**config.mk**
```make
export PLATFORM = sky130hd
export DESIGN_NAME = multiplicador_booth_uc
export DESIGN_NICKNAME = d
export VERILOG_FILES = /design/src/rtl/multiplicador_booth_uc_pkg.sv /design/src/rtl/mux_six_to_one.sv /design/src/rtl/multiplicador_booth_uc.sv
export SDC_FILE = /design/constraint.sdc
export NUM_CORES = 1
export LEC_CHECK = 0
export BUFFER_PORTS_ARGS = -buffer_cell sky130_fd_sc_hd__buf_2
export CAP_MARGIN = 20
export CORE_MARGIN = 2
export CORE_UTILIZATION = 56
export CTS_BUF_LIST = sky130_fd_sc_hd__clkbuf_2
export CTS_CLUSTER_DIAMETER = 100
export DETAILED_ROUTE_END_ITERATION = 10
export PLACE_DENSITY = 0.78
export REMOVE_ABC_BUFFERS = 1
export SLEW_MARGIN = 20
export SYNTH_ARGS = -nofsm -noshare
export SYNTH_HDL_FRONTEND = slang
export SYNTH_SLANG_ARGS = --single-unit
```
**constraint.sdc**
```tcl
create_clock -name clock -period 4.7 [get_ports clock]
set_clock_uncertainty 0.15 [all_clocks]
set_input_delay 0.235 -clock clock [delete_from_list [all_inputs] [get_ports clock]]
set_output_delay 0.235 -clock clock [all_outputs]
set_load 0.005 [all_outputs]
```
**src/rtl/multiplicador_booth_uc_pkg.sv**
```systemverilog
// Shared definitions for the radix-4 Booth multiplier: mux select codes,
// controller states and the Booth digit decoder.
package multiplicador_booth_uc_pkg;

  localparam logic [2:0] OP_ZERO   = 3'b000;
  localparam logic [2:0] OP_POS1   = 3'b001;
  localparam logic [2:0] OP_POS2   = 3'b010;
  localparam logic [2:0] OP_NEG1   = 3'b011;
  localparam logic [2:0] OP_NEG2   = 3'b100;
  localparam logic [2:0] OP_ZERO_F = 3'b101;

  typedef enum logic [1:0] {
    StIdle = 2'b00,
    StCalc = 2'b01,
    StDone = 2'b10
  } state_e;

  // Digit is (q[2i+1], q[2i], q[2i-1]).
  function automatic logic [2:0] booth_sel(input logic [2:0] digit);
    logic [2:0] sel;
    case (digit)
      3'b001, 3'b010: sel = OP_POS1;
      3'b011:         sel = OP_POS2;
      3'b100:         sel = OP_NEG2;
      3'b101, 3'b110: sel = OP_NEG1;
      default:        sel = OP_ZERO;
    endcase
    return sel;
  endfunction

endpackage

```
**src/rtl/mux_six_to_one.sv**
```systemverilog
// 6:1 partial-product multiplexer; codes above 101 fall back to zero.
module mux_six_to_one #(
  parameter int unsigned Width = 16
) (
  input  logic [2:0]       sel,
  input  logic [Width-1:0] a,
  input  logic [Width-1:0] b,
  input  logic [Width-1:0] c,
  input  logic [Width-1:0] d,
  input  logic [Width-1:0] e,
  input  logic [Width-1:0] f,
  output logic [Width-1:0] y
);

  always_comb begin
    y = '0;
    case (sel)
      3'b000:  y = a;
      3'b001:  y = b;
      3'b010:  y = c;
      3'b011:  y = d;
      3'b100:  y = e;
      3'b101:  y = f;
      default: y = '0;
    endcase
  end

endmodule

```
**src/rtl/multiplicador_booth_uc.sv**
```systemverilog
// Sequential signed radix-4 Booth multiplier: one Booth digit per CALC cycle,
// accumulating the selected partial product into produto.
module multiplicador_booth_uc
  import multiplicador_booth_uc_pkg::*;
#(
  parameter int unsigned N = 8
) (
  input  logic             clock,
  input  logic             reset,
  input  logic             iniciar,
  input  logic [N-1:0]     multiplicando,
  input  logic [N-1:0]     multiplicador,
  output logic [2*N-1:0]   produto,
  output logic [2:0]       sel_op,
  output logic             ocupado,
  output logic             pronto
);

  localparam int unsigned W  = 2 * N;
  localparam int unsigned IW = $clog2(N / 2);
  localparam logic [IW-1:0] ILast = IW'(N / 2 - 1);

  state_e         state_q;
  logic [W-1:0]   m_q;
  logic [N:0]     qx_q;
  logic [IW-1:0]  i_q;
  logic [W-1:0]   produto_q;

  logic [W-1:0]   m_x2;
  logic [W-1:0]   m_neg;
  logic [W-1:0]   m_neg_x2;
  logic [W-1:0]   pp;
  logic [W-1:0]   pp_shifted;

  assign m_x2     = m_q << 1;
  assign m_neg    = W'(0) - m_q;
  assign m_neg_x2 = W'(0) - m_x2;

  assign sel_op = (state_q == StCalc) ? booth_sel(qx_q[2:0]) : OP_ZERO;

  mux_six_to_one #(
    .Width (W)
  ) u_mux (
    .sel (sel_op),
    .a   ('0),
    .b   (m_q),
    .c   (m_x2),
    .d   (m_neg),
    .e   (m_neg_x2),
    .f   ('0),
    .y   (pp)
  );

  // Digit i carries weight 4^i.
  assign pp_shifted = pp << {i_q, 1'b0};

  always_ff @(posedge clock) begin
    if (reset) begin
      state_q   <= StIdle;
      m_q       <= '0;
      qx_q      <= '0;
      i_q       <= '0;
      produto_q <= '0;
    end else begin
      case (state_q)
        StIdle: begin
          if (iniciar) begin
            m_q       <= {{N{multiplicando[N-1]}}, multiplicando};
            qx_q      <= {multiplicador, 1'b0};
            i_q       <= '0;
            produto_q <= '0;
            state_q   <= StCalc;
          end
        end
        StCalc: begin
          produto_q <= produto_q + pp_shifted;
          qx_q      <= $signed(qx_q) >>> 2;
          i_q       <= i_q + 1'b1;
          if (i_q == ILast) begin
            state_q <= StDone;
          end
        end
        StDone: begin
          state_q <= StIdle;
        end
        default: begin
          state_q <= StIdle;
        end
      endcase
    end
  end

  assign produto = produto_q;
  assign ocupado = (state_q == StCalc);
  assign pronto  = (state_q == StDone);

endmodule

```
After elaboration in Yosys (flattened, before gate mapping)

Index checks and enable logic that the tools add are counted.

Logic and storage cells: 47
Bits in registers: 37
Input port bits: 19
Output and inout bits: 21

Bitwise logic cells: 1
Add/sub/neg operators: 4
Eq/ne operators: 15
Reduce and logical (&&, ||, !) cells: 8
Shift-type cells: 1
Mux-type cells: 12

Operators with widths:

| operator                                                              | number |
|---|---|
| 16-bit case mux with 4 select lines                                   | 1 |
| 16-bit case mux with 2 select lines                                   | 1 |
| 9-bit case mux with 2 select lines                                    | 1 |
| 16-bit adder                                                          | 1 |
| 16-bit two-way mux                                                    | 1 |
| 16-bit by 3-bit left shift with 16-bit output                         | 1 |
| 3-bit by 2-bit equality test with 1-bit output, second input constant | 4 |
| 3-bit equality test, second input constant                            | 4 |
| 3-bit case mux with 4 select lines                                    | 1 |
| 1-bit by 9-bit subtractor with 10-bit output, first input constant    | 1 |
| 9-bit two-way mux                                                     | 1 |
| 1-bit by 8-bit subtractor with 9-bit output, first input constant     | 1 |
| 2-bit case mux with 2 select lines                                    | 2 |
| 3-bit by 1-bit equality test with 1-bit output, second input constant | 2 |
| 2-bit two-way mux                                                     | 3 |
| 2-bit AND reduction                                                   | 3 |
| 2-bit equality test, second input constant                            | 2 |
| 2-bit OR reduction                                                    | 2 |
| 3-bit two-way mux                                                     | 1 |
| 3-bit AND reduction                                                   | 1 |
| 2-bit by 1-bit adder with 2-bit output, second input constant         | 1 |
| 2-bit by 1-bit equality test with 1-bit output, second input constant | 1 |
| 2-bit logical NOT                                                     | 1 |
| 2-bit by 1-bit != test with 1-bit output, second input constant       | 1 |
| other kinds (3)                                                       | 3 |

Depth between registers and ports, before layout

Gate-level depths: netlist of the first run.

Depth in word-level cells: 9
Gate-level depth with buffers: 16
Depth with buffers taken out: 15

Cells and area by module

Synthesis of the first run repeated with hierarchy kept, for this count alone.

Cells, all modules: 418
Area, all modules: 3525.9 um2

By module, submodules not included:

| module                 | area an instance (um2) | sequential area each (um2) | times used | cells each |
|---|---|---|---|---|
| multiplicador_booth_uc | 2687.6                 | 740.7                      | 1          | 316 |
| mux_six_to_one         | 838.3                  | 0.0                        | 1          | 102 |

Worst setup path after synthesis of the first run

Ideal clock, no wire load.

Kind: register to register
Start point: reg m_q[0]
End point: reg produto_q[9], in the netlist produto[9]
Data required time: 4.433 ns
Data arrival time: 3.170 ns
Buffers on the path: 0
Cell stages (with the launch flop): 16
Setup time: 0.117 ns
Period minus slack after synthesis: 3.437 ns
Setup slack: 1.263 ns
Cell sequence: dfxtp_1 inv_1 ha_1 nor3b_2 xnor2_1 a221oi_1 a21bo_2 o21ai_0 o21ai_0 ha_1 o21a_1 o21ai_0 a21oi_1 o21a_1 or3_1 a32o_1

Word-level cells in the longest chain between the ends: 5
Elaborated cells on any way between the ends: 6
Those cells by class: 3 x add/sub; 1 x shift; 2 x mux

Ends and longest elaborated chain:

| what                                                                                                               | RTL line                                                   | source |
|---|---|---|
| from (decl)                                                                                                        | multiplicador_booth_uc.sv:24                               | `logic [W-1:0] m_q;` |
| from (signal assigned)                                                                                             | multiplicador_booth_uc.sv:68                               | `m_q <= {{N{multiplicando[N-1]}}, multiplicando};` |
| 1-bit by 9-bit subtractor with 10-bit output / 1-bit by 8-bit subtractor with 9-bit output (equally long branches) | multiplicador_booth_uc.sv:37, multiplicador_booth_uc.sv:36 |  |
| 16-bit case mux with 4 select lines (*)                                                                            | mux_six_to_one.sv:17                                       | `case (sel)` |
| 16-bit by 3-bit left shift with 16-bit output (*)                                                                  | multiplicador_booth_uc.sv:55                               | `assign pp_shifted = pp << {i_q, 1'b0};` |
| 16-bit adder (*)                                                                                                   | multiplicador_booth_uc.sv:76                               | `produto_q <= produto_q + pp_shifted;` |
| 16-bit case mux with 2 select lines (*)                                                                            | multiplicador_booth_uc.sv:65                               | `case (state_q)` |
| to (signal assigned)                                                                                               | multiplicador_booth_uc.sv:76                               |  |
| to (decl)                                                                                                          | multiplicador_booth_uc.sv:27                               | `logic [W-1:0] produto_q;` |

Mark *: on every way between the ends. The rest lies on a longest branch, timed or not.
A chain may end at the register's enable or synchronous reset.

Worst setup path after layout of the first run

Start point: reg m_q[0]
End point: reg produto_q[15], in the netlist produto[15]

Same word-level chain as after synthesis.

==> metrics, run 1 <==
status=complete, no violations; # rows=25; initial antenna violation count=0; share of layout cells above drive strength 1=0.148; DR iter-0 viols=229; routed vias=2804; Clk Tree Root Cell=clkbuf_2; Slew Viols, Final=0; Max Cap Viol=0; fmax=250 MHz; FILL cells=425; RSZ-0062 raised after global routing=no; kind of critical path=flip-flop to flip-flop; worst r2r path cells=15; Syn Area/Cell=7.55 um2; Ys Warns=0; H-tree levels=2; Leakage Power=1.42 nW; antenna viol nets, final=0; FFs w/ async S/R, synth=0; Sink Count=37; Post-Syn Instances=369; DRT Pass-1 Iters=5; Yosys cell types=57; Critical Path Sink Type=flip-flop; Worst-Margin Slew=0.818 ns; Peak VDD IR=0.000163 V; CTS max path bufs=2; wire per inst=14.9 um; crit start category=flip-flop; P per Cell Area=235 nW/um2; Critical Path End=produto[15]; final wirelength=7.12 mm; CP Data Required Time=4.87 ns; Yosys reg bits=37; die height=74.5 um; FF-to-FF Start=m_q[0]; clock slew at reported path FFs=0.23 ns; initial core utilization=0.586; Layout area overhead=15.5%; number of global-route vias before repair=2510; CP Max Fanout=7; # IOs=40; hold crit path type=primary input to flip-flop; Final HPWL DP=4.89 mm; NumNets Final=450; GRT Util Overall=0.269; port bufs=39; synthesized cell area=2790 um2; first-pass GRT wire length=11.7 mm; final hold vios=0; Crit. Startpoint=m_q[0]; FF-to-FF setup slack=0.69 ns; Clock Latency Late Sink=0.42 ns; Residual DRC=0; final setup TNS=0 ns; Die Wd=74.5 um; Slew HR=0.450; pre-CTS WS=0.786 ns; reg2reg end=produto[15]; Period minus WS final=4.01 ns; die area=5560 um2; hold-fix buffers at CTS=16; sequential-to-total area share from yosys stat=0.266; final setup fails=0; CTS buffer count=5; arrival time worst endpoint=4.18 ns; total gr overflow=0; via/cell ratio=5.85; CTS tree=built; final worst slack=0.695 ns; Post-synth EDFFs=0; Placer Congestion=1.00; largest net degree at the start of global routing=36; ant diodes=0; post-CTS setup buffers=0; commonest register cell after synthesis=dfxtp_1; cts repair resizes=0; core area=4750 um2; final period utilization=0.852
layout by cell type (no fill, tap or decap), types with 7 or more instances in the layout:
cell type | synthesis | layout
nand2_1 | 62 | 61
a21oi_1 | 45 | 45
buf_2 | 5 | 39
dfxtp_1 | 37 | 37
nor2_1 | 22 | 22
ha_1 | 19 | 19
o21ai_0 | 18 | 18
nand3_1 | 18 | 18
dlygate4sd3_1 | 0 | 16
xnor2_1 | 12 | 12
mux2i_1 | 11 | 11
nor3_1 | 8 | 8
xor2_1 | 7 | 7
a311oi_1 | 7 | 7
report_power, final:
part / total (mW) / internal [mW] / switching [mW] / leakage, nW
Clock: 0.216 / 0.0906 / 0.126 / 0.0392
Sequential: 0.353 / 0.330 / 0.0228 / 0.302
Combinational: 0.186 / 0.0766 / 0.110 / 1.08
cells in the mapped netlist (3+ instances only):
library cell | n | area [um2]
a211oi_1 | 3 | 22.5
a21o_1 | 3 | 22.5
a21oi_1 | 45 | 225
a22o_1 | 4 | 35.0
a22oi_1 | 4 | 30.0
a311oi_1 | 7 | 61.3
a31oi_1 | 3 | 18.8
and2_1 | 3 | 18.8
and3_1 | 4 | 25.0
buf_1 | 4 | 15.0
buf_2 | 5 | 25.0
clkbuf_1 | 12 | 45.0
dfxtp_1 | 37 | 741
ha_1 | 19 | 238
inv_1 | 4 | 15.0
mux2i_1 | 11 | 110
nand2_1 | 62 | 233
nand2b_1 | 5 | 31.3
nand3_1 | 18 | 90.1
nor2_1 | 22 | 82.6
nor3_1 | 8 | 40.0
nor4_1 | 4 | 25.0
o211ai_1 | 4 | 30.0
o21a_1 | 3 | 22.5
o21ai_0 | 18 | 90.1
xnor2_1 | 12 | 105
xor2_1 | 7 | 61.3
metal layers:
metal  global-route usage  routed length, um  vias up
li1                     -                  -     1424
met1                0.374               3450     1298
met2                0.435               3250       75
met3               0.0447                335        7
met4               0.0734                 87        0
met5                    0                  0        -
kinds of logic (layout without fill, tap and decap cells):
logic type | Yosys count | in the layout | synth area share
AO/OA/AOI/OAI | 109 | 109 | 0.249
buffers and inverters | 28 | 71 | 0.0427
multiplexers | 11 | 11 | 0.0395
AND/OR/NAND/NOR | 145 | 145 | 0.251
adder cells (fa/ha/maj) | 20 | 20 | 0.0925
XOR/XNOR | 19 | 19 | 0.0597
flip-flops | 37 | 37 | 0.266
registers in the layout (all words and copies together), names as in the netlist:
name,flops
m_q,8
state_q,2
produto,16
qx_q,9
i_q,2
critical path, cell delays in order (launching register included):
cell and delay, ns:
dfxtp_1 0.42, inv_1 0.11, ha_1 0.20, nor3b_2 0.34, nand2_1 0.16, a21boi_0 0.16
a221o_1 0.42, a211oi_2 0.23, a21oi_1 0.10, ha_1 0.44, a21oi_1 0.17, o21ai_0 0.16
and3_1 0.21, nor3_1 0.31, mux2i_1 0.23, o211ai_1 0.10
final cells by class:
| type | instances | area, um2 | area share |
|---|---|---|---|
| tap | 67 | 83.8 | 0.0260 |
| timing repair buffer | 57 | 370 | 0.115 |
| sequential | 37 | 741 | 0.230 |
| multi-input combinational | 304 | 1930 | 0.600 |
| clock inverter | 3 | 46.3 | 0.0144 |
| inverter | 6 | 22.5 | 0.00700 |
| clock buffer | 5 | 25.0 | 0.00778 |
worst min path at each step:
stage                     startpoint  endpoint  slack (ns)  cells after the start
after detailed placement     qx_q[6]   qx_q[6]        0.32                      2
after global routing           reset   qx_q[6]        0.20                      2
after global placement       qx_q[6]   qx_q[6]        0.31                      2
after CTS                      reset    m_q[7]        0.18                      2
after floorplan                reset    i_q[0]        0.15                      1
final                          reset    m_q[2]        0.19                      2
stage by stage:
step	utilization	std cells	power (mW)	hold slack (ns)	cell area (um2)
6_report	0.677	479	0.755	0.194	3220
5_1_grt	0.677	479	0.794	0.196	3220
4_1_cts	0.676	479	0.756	0.182	3220
3_5_place_dp	0.628	455	0.532	0.319	2980
3_3_place_gp	0.628	455	0.529	0.309	2980
2_1_floorplan	-	347	0.477	0.154	2690
Note: power is estimated with default switching activity, not from simulation.
==> inputs of run 2 (changes only) <==
CORE_ASPECT_RATIO = 0.5   (was default)
==> metrics, run 2 (synthesized netlist as in run 1, its figures left out) <==
Clk Tree Root Cell=clkbuf_2; DRT Pass-1 Iters=4 (-1); Placer Congestion=0.881 (-12%); Worst-Margin Slew=0.957 ns (+0.139 ns); multi-input logic area=1930 um2 (-0.13%); DR iter-0 viols=184 (-20%); Slowest cell on crit path=a32oi_1; worst r2r path cells=15 (unchanged); Max stage delay on crit path=0.54 ns (+0.10 ns); Slew Viols, Final=0 (unchanged); FF-to-FF Start=m_q[0]; final worst slack=0.516 ns (-0.179 ns); initial antenna violation count=0 (unchanged); routed vias=2786 (-0.64%); # IOs=40 (unchanged); fmax=239 MHz (-4.3%); max reg flops=16 (unchanged); number of global-route vias before repair=2390 (-4.8%); critical path cell sequence=inv_1 -> ha_1 -> nor3b_2 -> nand2_1 -> a32oi_1 -> nor2_1 -> a211oi_2 -> a21oi_1 -> ha_1 -> a21oi_1 -> o21ai_0 -> and3_1 -> nor3_1 -> mux2i_1 -> o211ai_1; hold-critical path depth=2 (unchanged); Slew HR=0.361 (-0.0897); Sw Pwr=248 uW (-3.9%); GRT Util Overall=0.263 (-0.00607); most common cell after layout, fill and taps aside=nand2_1; crit start category=flip-flop; # rows=18 (-28%); RSZ-0062 raised after global routing=no; post-CTS setup buffers=0 (unchanged); H-tree levels=2 (unchanged); FILL cells=454 (+6.8%); CP Data Required Time=4.87 ns (about the same); FF/Latch Area=741 um2 (unchanged); final wirelength=7.07 mm (-0.77%); clock slew at reported path FFs=0.21 ns (-0.02 ns); antenna viol nets, final=0 (unchanged); first-pass GRT wire length=11.7 mm (-0.64%); P per Cell Area=217 nW/um2 (-7.6%); port bufs=39 (unchanged); share of layout cells above drive strength 1=0.146 (-0.00243); CTS buffer count=5 (unchanged); final hold vios=0 (unchanged); die area=5590 um2 (+0.61%); Sw Ratio=0.359 (+0.0171); Sink Count=37 (unchanged); Period minus WS final=4.18 ns (+0.179 ns); internal power=443 uW (-11%); Logic pwr share=0.263 (+0.016); largest net degree at the start of global routing=36 (unchanged); Clock Latency Late Sink=0.41 ns (about the same); CTS max path bufs=2 (unchanged); CTS tree=built; worst hold endpoint=i_q[0]; status=complete, no violations; kind of critical path=flip-flop to flip-flop; final period utilization=0.890 (+0.0381); Final HPWL DP=5.09 mm (+4.1%); arrival time worst endpoint=4.36 ns (+0.18 ns); FF-to-FF setup slack=0.52 ns (-0.18 ns); Leakage Power=1.41 nW (-0.47%); wire per inst=14.7 um (-1.4%); Die Wd=104 um (+39%); reg2reg end=produto[15]; pre-CTS WS=0.590 ns (-0.197 ns); hold crit path type=primary input to flip-flop; total gr overflow=0 (unchanged); Critical Path Sink Type=flip-flop; final setup fails=0 (unchanged); NumNets Final=450 (unchanged); Max Cap Viol=0 (unchanged); Sequential Power Share=0.515 (+0.048); clock power share=0.223 (-0.063); initial core utilization=0.573 (-0.0133); die height=53.9 um (-28%); Residual DRC=0 (unchanged); core area=4860 um2 (+2.3%); hold path start=reset; worst hold slack=0.184 ns (-0.0103 ns); final setup TNS=0 ns (unchanged); CP Max Fanout=7 (unchanged); Layout area overhead=14.4%; Peak VDD IR=0.000114 V (-30%); via/cell ratio=5.78 (-1.3%); ant diodes=0 (unchanged); commonest cells after routing, fill and taps aside=nand2_1 (62), a21oi_1 (45), buf_2 (39)
run 2: power by group through the flow:
| stage | logic [mW] | registers [mW] | clock network [mW] |
|---|---|---|---|
| floorplan | 0.121 | 0.355 | 0 |
| global placement | 0.167 | 0.361 | 0 |
| CTS | 0.179 | 0.355 | 0.157 |
| finish | 0.182 | 0.356 | 0.154 |
| global route | 0.202 | 0.359 | 0.168 |
| detailed placement | 0.169 | 0.362 | 0 |
run 2: cell type report:
type | instances | area share
clock inverters | 2 | 0.00314
flip-flops and latches | 37 | 0.232
well taps | 70 | 0.0275
multi-input cells | 304 | 0.604
inverters | 6 | 0.00706
clock buffers | 6 | 0.00942
repair buffers | 57 | 0.116
run 2: worst max-delay path: cells and delay by family, from the launching register on:
| kind | cells | cell delay, ns |
|---|---|---|
| flops | 1 | 0.44 |
| simple gates | 5 | 1.23 |
| buf+inv | 1 | 0.11 |
| mux | 1 | 0.23 |
| compound gates | 6 | 1.31 |
| fa+ha+maj | 2 | 0.62 |
run 2: worst max-delay path by stage:
stage                     startpoint     endpoint
after global routing          m_q[0]  produto[15]
after detailed placement      m_q[0]  produto[15]
final                         m_q[0]  produto[15]
after global placement        m_q[0]  produto[15]
after CTS                     m_q[0]  produto[15]
after floorplan           state_q[1]   produto[9]
run 2: metrics by stage:
stage / cells / utilization / power (mW) / cell area (um2)
finish: 482 / 0.655 / 0.692 / 3190
global route: 482 / 0.655 / 0.730 / 3190
CTS: 482 / 0.655 / 0.692 / 3190
detailed placement: 458 / 0.614 / 0.530 / 2990
global placement: 458 / 0.614 / 0.528 / 2990
floorplan: 347 / - / 0.477 / 2690
run 2: per-layer routing:
metal | global-route usage | up-vias | part of all wire
met1 | 0.367 | 1278 | 0.51
met5 | 0 | - | 0
li1 | - | 1424 | -
met2 | 0.438 | 80 | 0.44
met3 | 0.0448 | 4 | 0.047
met4 | 0.0586 | 0 | 0.0044
run 2: repair_timing:
action / 4_1_cts / 5_1_grt
resized for setup: 0 / 0
hold buffers: 16 / 0
endpoints found under the hold margin: 16 / 0
==> inputs of run 3 (changes only) <==
ABC_AREA = 1   (was default)
PLACE_DENSITY = 0.76   (was 0.78)
SYNTH_HIERARCHICAL = 1   (was default)
==> metrics, run 3 <==
# rows=21 (+3); wire per inst=12.5 um (-15%); Slowest cell on crit path=o21ai_0; Yosys reg bits=37 (unchanged); initial antenna violation count=0 (unchanged); Critical Path Sink Type=flip-flop; GR Layer Usage met3=0.0456 (+0.000826); Placer Congestion=0.854 (-3.1%); CTS tree=built; FF-to-FF Start=state_q[0]; worst r2r path cells=21 (+6); Post-Syn Instances=646 (+75%); Post-Synth Adder-Cell Area=0.0604 (-0.0321); GRT Util Overall=0.277 (+0.0133); FFs w/ async S/R, synth=0 (unchanged); Final Total Pwr=1.07 mW (+55%); initial core utilization=0.577 (+0.00408); Slew HR=0.474 (+0.114); H-tree levels=2 (unchanged); Synth area leader=dfxtp_1; ant diodes=0 (unchanged); hold-critical path depth=5 (+3); XOR/XNOR share of the synthesized area=0.0159 (-0.0438); via/cell ratio=5.25 (-9.2%); final worst slack=0.638 ns (+0.123 ns); fmax=246 MHz (+3.0%); largest net degree at the start of global routing=34 (-5.6%); first-pass GRT wire length=17.2 mm (+48%); Sequential Power Share=0.356 (-0.159); # IOs=40 (unchanged); post-synth top area share=0.192 (-0.0734); Peak VDD IR=0.000161 V (+41%); max reg flops=16 (unchanged); commonest register cell after synthesis=dfxtp_1; core area=6670 um2 (+37%); share of layout cells above drive strength 1=0.154 (+0.00843); clock power share=0.145 (-0.078); Clk Tree Root Cell=clkbuf_2; status=complete, no violations; pre-CTS WS=0.802 ns (+0.212 ns); cts repair resizes=0 (unchanged); CTS buffer count=5 (unchanged); crit start category=flip-flop; Layout Cells excl Fill=806 (+67%); Leakage Power=2.31 nW (+64%); Syn Area/Cell=5.96 um2 (-21%); die height=62.6 um (+16%); final hold vios=0 (unchanged); internal power=571 uW (+29%); hold crit path type=primary input to flip-flop; Post-synth EDFFs=0 (unchanged); sequential-to-total area share from yosys stat=0.192 (-0.0734); CP Data Required Time=4.91 ns (+0.04 ns); critical path cell sequence=nand2_2 -> inv_4 -> nand2_1 -> nor3_2 -> inv_2 -> nand3_2 -> nor2_1 -> a21oi_1 -> nand2_1 -> mux2i_1 -> o21ai_0 -> ha_1 -> nand2_2 -> inv_2 -> a21oi_1 -> nand2_2 -> nand2_2 -> nand2_1 -> nand2_1 -> nand3_2 -> a21oi_2; routed vias=4231 (+52%); clock slew at reported path FFs=0.20 ns (about the same); mux share of post-synthesis cell area=0.0182 (-0.0213); FILL cells=649 (+43%); antenna viol nets, final=0 (unchanged); synthesized cell area=3850 um2 (+38%); CTS max path bufs=2 (unchanged); final setup fails=0 (unchanged); commonest cells after routing, fill and taps aside=nand2_1 (170), inv_1 (69), nand3_1 (53), nor2_1 (53), a21oi_1 (46); Sink Count=37 (unchanged); Worst-Margin Slew=0.788 ns (-0.169 ns); Max stage delay on crit path=0.41 ns (-0.13 ns); busiest layer in global routing=met2; met2 GRT Util=0.449 (+0.0105); main combinational cell family by area after synthesis=simple AND/OR/NAND/NOR gates; hold path start=iniciar; final wirelength=10.1 mm (+43%); Residual DRC=0 (unchanged); final period utilization=0.864 (-0.0261); final setup TNS=0 ns (unchanged); DRT Pass-1 Iters=5 (+1); Period minus WS final=4.06 ns (-0.123 ns); Ys Warns=6 (+6); Synth Area in Simple Gates=0.448 (+0.197); Sw Ratio=0.466 (+0.107); total gr overflow=0 (unchanged); NumNets Final=750 (+67%); port bufs=39 (unchanged); kind of critical path=flip-flop to flip-flop; commonest cells in the netlist=nand2_1 (170), inv_1 (69), nor2_1 (54), nand3_1 (53), a21oi_1 (46); met1 Use GR=0.395 (+0.0284); multi-input logic area=2730 um2 (+42%); most common cell after layout, fill and taps aside=nand2_1; Max Cap Viol=0 (unchanged); RSZ-0062 raised after global routing=no; Logic pwr share=0.498 (+0.235); arrival time worst endpoint=4.27 ns (-0.09 ns); die area=7590 um2 (+36%); Clock Latency Late Sink=0.42 ns (about the same); Final HPWL DP=7.12 mm (+40%); Yosys cell types=38 (-33%); Slew Viols, Final=0 (unchanged); Crit. Startpoint=state_q[0]; Inst Count DP=782 (+71%); Die Wd=121 um (+17%); Compound-Gate Fraction of Synth Area=0.131 (-0.118); Sw Pwr=499 uW (+100%); CP Max Fanout=27 (+20); number of global-route vias before repair=3709 (+55%); P per Cell Area=246 nW/um2 (+13%); Final Util=0.652 (-0.00349); FF/Latch Area=741 um2 (unchanged); Synth area leaders=dfxtp_1 (19%), nand2_1 (17%), nand4_1 (7.0%); Layout area overhead=13.0%; DR iter-0 viols=333 (+81%); most common cell in the netlist=nand2_1
-- run 3: cell types whose count changed after synthesis, moves of 7 or more --
cell | previous run | this run
nand2_1 | 62 | 170
inv_1 | 4 | 69
nand4_1 | 2 | 43
nand3_1 | 18 | 53
nor2_1 | 22 | 54
buf_2 | 5 | 21
nand2_2 | 0 | 12
inv_2 | 2 | 13
nand3_2 | 0 | 10
o21ai_0 | 18 | 27
xnor2_1 | 12 | 4
a311oi_1 | 7 | 0
-- run 3: cells by family after synthesis --
group                    count (synthesis)
AND/OR/NAND/NOR                        364
buffers and inverters                  118
adder cells (fa/ha/maj)                 18
AO/OA/AOI/OAI                           94
other                                    1
multiplexers                             7
XOR/XNOR                                 7
flip-flops                              37
-- run 3: path summary, 6_finish.rpt --
check	endpoint	slack (ns)
hold reg to reg	qx_q[3]	0.35
setup reg to reg	produto[11]	0.64
setup / recovery	produto[11]	0.64
hold / removal	qx_q[6]	0.1
-- run 3: layout make-up --
class,count,share of cell area
tap,92,0.0265
clock buffer,6,0.00690
sequential,37,0.170
clock inverter,2,0.00230
timing repair buffer,62,0.0938
inverter,83,0.0722
multi-input combinational,524,0.628
-- run 3: critical path, delay by kind of cell, from the launching register on --
| family | cells | cell delay [ns] |
|---|---|---|
| fa+ha+maj | 1 | 0.37 |
| mux | 1 | 0.12 |
| buf+inv | 3 | 0.56 |
| simple gates | 12 | 1.60 |
| flops | 1 | 0.39 |
| compound gates | 4 | 0.79 |
-- run 3: timing repair --
action	in CTS	in global routing
setup buffers	0	0
hold buffers	16	0
endpoints found under the hold margin	16	0
-- run 3: layer usage --
layer	vias up	wire length, um
met5	-	0
met2	101	4350
met3	7	593
met1	1899	5080
met4	0	51
li1	2224	-
-- run 3: power groups by stage --
stage          Sequential (mW)  Clock [mW]  Combinational (mW)
2_1_floorplan            0.380           0               0.384
3_3_place_gp             0.387           0               0.504
3_5_place_dp             0.387           0               0.513
4_1_cts                  0.381       0.161               0.526
5_1_grt                  0.387       0.172               0.603
6_report                 0.381       0.155               0.533
-- run 3: through the flow --
step | hold slack (ns) | area, um2
4_1_cts | 0.0879 | 4350
2_1_floorplan | 0.147 | 3770
5_1_grt | 0.110 | 4350
6_report | 0.0970 | 4350
3_3_place_gp | 0.307 | 4150
3_5_place_dp | 0.315 | 4150
